--- src/rtl/nes_clk_pkg.sv ---
// Shared types and default divide constants for the NES m2 clock recovery block.
package nes_clk_pkg;

  typedef enum logic [1:0] {
    SEARCH = 2'd0,
    TRACK  = 2'd1,
    LOCKED = 2'd2
  } clkrec_state_t;

  localparam int NES_CPU_DIV = 24;
  localparam int NES_PPU_DIV = 8;
  localparam int NES_M2_HIGH = 8;

  typedef logic [4:0] phase_t;

  // Next phase with wrap from div-1 back to 0.
  function automatic phase_t phase_inc(input phase_t p, input int div);
    return (32'(p) == div - 1) ? '0 : p + 5'd1;
  endfunction

endpackage

--- src/rtl/nes_m2_edge.sv ---
// m2 synchroniser and edge detector. With NES_CLKREC_GLITCH_FILTER_EN defined,
// a 3-sample majority filter sits between the synchroniser and m2_s so that
// single-cycle glitches never produce edges (one extra cycle of latency).
module nes_m2_edge (
  input  logic i_clk,
  input  logic i_rst,
  input  logic i_m2,
  output logic o_m2_s,
  output logic o_rise,
  output logic o_fall
);

  logic r_s1, r_s2, r_d;
  logic w_m2_s;

  // Two-flop synchroniser plus the delayed copy used for edge detection.
  always_ff @(posedge i_clk) begin
    if (i_rst) begin
      r_s1 <= 1'b0;
      r_s2 <= 1'b0;
      r_d  <= 1'b0;
    end else begin
      r_s1 <= i_m2;
      r_s2 <= r_s1;
      r_d  <= w_m2_s;
    end
  end

`ifdef NES_CLKREC_GLITCH_FILTER_EN
  logic r_f1, r_f2;

  // History of the synchronised value for the majority vote.
  always_ff @(posedge i_clk) begin
    if (i_rst) begin
      r_f1 <= 1'b0;
      r_f2 <= 1'b0;
    end else begin
      r_f1 <= r_s2;
      r_f2 <= r_f1;
    end
  end

  assign w_m2_s = (r_s2 & r_f1) | (r_s2 & r_f2) | (r_f1 & r_f2);
`else
  assign w_m2_s = r_s2;
`endif

  assign o_m2_s = w_m2_s;
  assign o_rise = w_m2_s & ~r_d;
  assign o_fall = ~w_m2_s & r_d;

endmodule

--- src/rtl/nes_clock_recover.sv ---
// Recovers the 24-phase CPU cycle position from m2 edges and regenerates
// phase-aligned CPU/PPU clock enables once m2 period and high time have been
// validated for LOCK_COUNT consecutive periods.
// Optional build macro: NES_CLKREC_GLITCH_FILTER_EN (majority filter on m2).
module nes_clock_recover
  import nes_clk_pkg::*;
#(
  parameter int CPU_DIV      = NES_CPU_DIV,
  parameter int PPU_DIV      = NES_PPU_DIV,
  parameter int M2_HIGH      = NES_M2_HIGH,
  parameter int RISE_PHASE   = 18,
  parameter int CPU_CE_PHASE = 7,
  parameter int LOCK_COUNT   = 4
) (
  input  logic       i_clk_master,
  input  logic       i_rst_master,
  input  logic       i_en,
  input  logic       i_m2,
  output logic [4:0] o_phase,
  output logic       o_cpu_ce,
  output logic       o_ppu_ce,
  output logic       o_locked,
  output logic [7:0] o_err_cnt
);

  localparam int CW      = $clog2(CPU_DIV + 3);
  localparam int GW      = $clog2(LOCK_COUNT + 1);
  localparam int PER_MAX = CPU_DIV + 2;
`ifdef NES_CLKREC_GLITCH_FILTER_EN
  // The filter delays edges by one cycle, so load one phase further on.
  localparam int LOAD_PHASE = (RISE_PHASE + 1) % CPU_DIV;
`else
  localparam int LOAD_PHASE = RISE_PHASE;
`endif

  clkrec_state_t   r_state;
  phase_t          r_phase;
  logic [CW-1:0]   r_per_cnt, r_hi_cnt;
  logic [GW-1:0]   r_good;
  logic [7:0]      r_err_cnt;
  logic            r_cpu_ce, r_ppu_ce;
  logic            w_m2_s, w_rise, w_fall;
  logic            w_locked, w_viol;

  nes_m2_edge u_edge (
    .i_clk  (i_clk_master),
    .i_rst  (i_rst_master),
    .i_m2   (i_m2),
    .o_m2_s (w_m2_s),
    .o_rise (w_rise),
    .o_fall (w_fall)
  );

  assign w_locked = (r_state == LOCKED);

  // Any period, high-time or timeout violation while tracking drops to SEARCH;
  // it takes priority over a simultaneous rise.
  assign w_viol = (r_state != SEARCH) &&
                  ((w_rise  && (r_per_cnt != CW'(CPU_DIV))) ||
                   (w_fall  && (r_hi_cnt  != CW'(M2_HIGH))) ||
                   (!w_rise && (r_per_cnt == CW'(PER_MAX))));

  // Lock FSM, good-period counter and saturating lock-loss counter.
  always_ff @(posedge i_clk_master) begin
    if (i_rst_master) begin
      r_state   <= SEARCH;
      r_good    <= '0;
      r_err_cnt <= '0;
    end else if (i_en) begin
      if (w_viol) begin
        r_state <= SEARCH;
        r_good  <= '0;
        if (w_locked && (r_err_cnt != 8'hFF)) r_err_cnt <= r_err_cnt + 8'd1;
      end else if (w_rise) begin
        case (r_state)
          SEARCH: begin
            r_state <= TRACK;
            r_good  <= '0;
          end
          TRACK: begin
            r_good <= r_good + GW'(1);
            if (r_good == GW'(LOCK_COUNT - 1)) r_state <= LOCKED;
          end
          default: ;
        endcase
      end
    end
  end

  // Phase, period and high-time counters; rise reloads phase and period.
  always_ff @(posedge i_clk_master) begin
    if (i_rst_master) begin
      r_phase   <= '0;
      r_per_cnt <= '0;
      r_hi_cnt  <= '0;
    end else if (i_en) begin
      r_phase <= w_rise ? phase_t'(LOAD_PHASE) : phase_inc(r_phase, CPU_DIV);
      if (w_rise)                         r_per_cnt <= CW'(1);
      else if (r_per_cnt != CW'(PER_MAX)) r_per_cnt <= r_per_cnt + CW'(1);
      if (!w_m2_s)         r_hi_cnt <= '0;
      else if (~&r_hi_cnt) r_hi_cnt <= r_hi_cnt + CW'(1);
    end
  end

  // Registered strobes from the current phase, only while locked and enabled.
  always_ff @(posedge i_clk_master) begin
    if (i_rst_master) begin
      r_cpu_ce <= 1'b0;
      r_ppu_ce <= 1'b0;
    end else begin
      r_cpu_ce <= w_locked && i_en && (r_phase == phase_t'(CPU_CE_PHASE));
      r_ppu_ce <= w_locked && i_en && ((32'(r_phase) % PPU_DIV) == PPU_DIV - 1);
    end
  end

  assign o_phase   = r_phase;
  assign o_cpu_ce  = r_cpu_ce;
  assign o_ppu_ce  = r_ppu_ce;
  assign o_locked  = w_locked;
  assign o_err_cnt = r_err_cnt;

endmodule
--- config.mk ---
export PLATFORM = sky130hd
export DESIGN_NAME = nes_clock_recover
export DESIGN_NICKNAME = d
export VERILOG_FILES = /design/src/rtl/nes_clk_pkg.sv /design/src/rtl/nes_m2_edge.sv /design/src/rtl/nes_clock_recover.sv
export SDC_FILE = /design/constraint.sdc
export NUM_CORES = 1
export LEC_CHECK = 0
export CELL_PAD_IN_SITES_DETAIL_PLACEMENT = 1
export CELL_PAD_IN_SITES_GLOBAL_PLACEMENT = 1
export CORE_MARGIN = 2
export CORE_UTILIZATION = 37
export CTS_CLUSTER_DIAMETER = 100
export DETAILED_ROUTE_END_ITERATION = 8
export PLACE_DENSITY_LB_ADDON = 0.1
export SLEW_MARGIN = 20
export SYNTH_ARGS = -nofsm -noshare
export SYNTH_HDL_FRONTEND = slang
export SYNTH_SLANG_ARGS = --single-unit
export TNS_END_PERCENT = 10
--- constraint.sdc ---
create_clock -name i_clk_master -period 1.65 [get_ports i_clk_master]
set_input_delay 0.2475 -clock i_clk_master [delete_from_list [all_inputs] [get_ports i_clk_master]]
set_output_delay 0.2475 -clock i_clk_master [all_outputs]
set_load 0.01 [all_outputs]
==> results <==
cell type report:
cell class	count	area (µm²)	area share [%]
clock buffers	8	80.08	3.388
inverters	10	37.54	1.588
multi-input cells	141	1036	43.83
flip-flops and latches	33	669.4	28.32
well taps	52	65.06	2.753
repair buffers	55	475.5	20.12
cell families (layout without fill, tap and decap cells):
kind of cell / count (synthesis) / count (layout) / share of synthesized area (%)
adders and majority gates: 11 / 11 / 8.258
buffers and inverters: 17 / 73 / 4.955
DFF: 33 / 33 / 39.64
and+or+nand+nor: 83 / 83 / 27.48
xor gates and xnor gates: 3 / 3 / 1.577
AOI/OAI and AO/OA: 41 / 41 / 16.14
muxes: 3 / 3 / 1.952
state kept, by name, indices dropped and copies added, names as in the netlist, 2 cells and up:
register	flops
o_phase	5
r_hi_cnt	5
r_per_cnt	5
r_good	3
o_err_cnt	8
r_state	2
through the flow:
step,std cells,hold WS [ps]
finish,299,441.0
global route,299,465.6
CTS,298,444.5
detailed placement,287,435.1
global placement,287,423.4
floorplan,191,375.7
Yosys cell counts, drive strengths merged (2+ instances only):
library cell  instances  area [µm²]
or3                   2       13.77
and3                  5       31.28
or2                   2       12.51
nor2b                 6       37.54
nor3                  5       25.02
buf                   3       30.03
ha                   11       137.6
nand4b                4       35.03
nand4                 6       37.54
mux2                  2       22.52
or4                   3       22.52
and2                  4       25.02
a21oi                15       75.07
o21ai                 9       45.04
nor2                 15       56.30
inv                  10       37.54
a22oi                 2       15.01
xor2                  3       26.28
o32ai                 2       17.52
clkbuf                4       15.01
dfxtp                33       660.6
o31ai                 3       22.52
nand2                17       63.81
nand3                 5       25.02
nand2b                2       12.51
timing repair:
item	CTS	global route
hold buffers	0	0
setup buffers	3	1
endpoints found under the setup margin	16	15
gates cloned	0	0
gates resized for setup	17	11
pin swaps	5	3
path summary, 6_finish.rpt:
kind              cells after the start            end  slack (ps)
setup / recovery                      5      r_good[0]         -50
hold / removal                        1  u_edge.o_m2_s         440
setup reg to reg                      5      r_good[0]         -50
hold reg to reg                       1  u_edge.o_m2_s         440
routing by layer:
| layer | GRT usage (%) | share of wire (%) | routed length, µm | vias to the layer above |
|---|---|---|---|---|
| li1 | - | - | - | 799 |
| met1 | 22.22 | 41 | 1964 | 799 |
| met5 | 0 | 0 | 0 | - |
| met2 | 37.59 | 53 | 2542 | 41 |
| met3 | 5.128 | 3.4 | 163 | 11 |
| met4 | 6.918 | 2.1 | 98 | 0 |
critical path: cells and delay by family (launching register included):
kind            cells  cell delay, ps
simple gates        2             430
compound gates      3             830
flops               1             330
where the power goes:
group / internal (W) / switching (W)
sequential: 0.000812 / 0.0000147
clock: 0.000300 / 0.000293
combinational: 0.0000795 / 0.0000853
total: 0.00119 / 0.000393
==> results.txt <==
Crit Path Category: reg -> reg
Commonest non-fill, non-tap cell in the layout: buf_4
Chip height: 71.12 µm
Peak VDD IR: 319.2 µV
Worst hold path class: reg -> reg
Setup violators final: 1
Number of diodes: 0
Final #Nets: 261
Clk_lat worst skew: 290 ps
Max-Cap Viols: 0
Cells after Synth: 191
DRC viols: 0
WP data arrival: 1880 ps
Number of flops mapped to enable cells by yosys: 0
Post-route cell area: 2364 µm²
Ys async rst share: 0%
IO buf count: 19
Share of layout cells above drive strength 1: 31.17%
Worst slew margin: 65.79%
Dominant synthesized flop cell: dfxtp_1
CP max stage delay: 430 ps
Clk slew on worst S/H paths: 70 ps
Fin crit share: 102.9%
Post-Route WL: 4769 µm
Vias/cell: 5.518
Unrepaired setup endpoints after global routing: true
# rows: 24
Die span in x: 71.12 µm
Fill cells: 513
Most frequent cells in the layout: buf_4, dfxtp_1, clkdlybuf4s50_1
Status: complete, but fails checks
Final Hold Fails: 0
Global-route wire length before repair: 8135 µm
Seq/Total Area, Yosys: 39.64%
Minimum clock period: 1698 ps
Slowest CP cell: a311o_2
Clk sinks: 33
Max Clk Rate: 588.9 MHz
Pwr Total: 0.001584 W
Clk buf depth: 2
Ports: 20
Dpl cell area: 2140 µm²
Synth Register Bits: 33
Slew Viols, Final: 0
Max FO, Critical Path: 4
Tot GR Track Use: 20.24%
Crit-path cells: and3b_2 > a311o_2 > o21ai_4 > nand4b_1 > o31ai_1
Power Dens Cells: 670.3 nW/µm²
Cell variety after synth: 46
Total core area: 4354 µm²
Routed vias: 1,650
CP required: 1830 ps
DR pass1 iterations: 4
Failing checks: setup timing
Initial antenna violation count: 0
CTS Buf Count: 5
Routed len/inst: 15.95 µm
Worst slew pin tran: 507.8 ps
Critical Path Source Type: flop
Number of global-route vias before repair: 1,817
CTS tree: done
Post-Syn Area: 1667 µm²
Mean Syn Cell Area: 8.726 µm²
Starting density of the core: 38.28%
P_leak: 0.9165 nW
Critical Path Source: r_per_cnt[2]
DIE AREA: 5057 µm²
Worst R2R Start: r_per_cnt[2]
Final worst-path setup slack: -48.02 ps
H-tree Lvls: 2
Clock Root Buffer: clkbuf_8
HPWL after DPL: 3435 µm
Pin count of the biggest net entering global routing: 23
Syn_nets: 206
Gr ovfl total: 0
GPL Wtd Cong: 0.7802
Area Overhead vs Synth: 41.82%
Clk_skew: 8.555 ps
Syn. warnings: 0
Final core occ: 54.28%
Hold Crit Start: u_edge.r_s1
Setup Slack @ Placement: -309.2 ps
Critical Path Sink Type: flop
Final TNS setup: -48.02 ps
Initial drt markers: 87
Post-route ant nets: 0
Note: power is estimated with default switching activity, not from simulation.
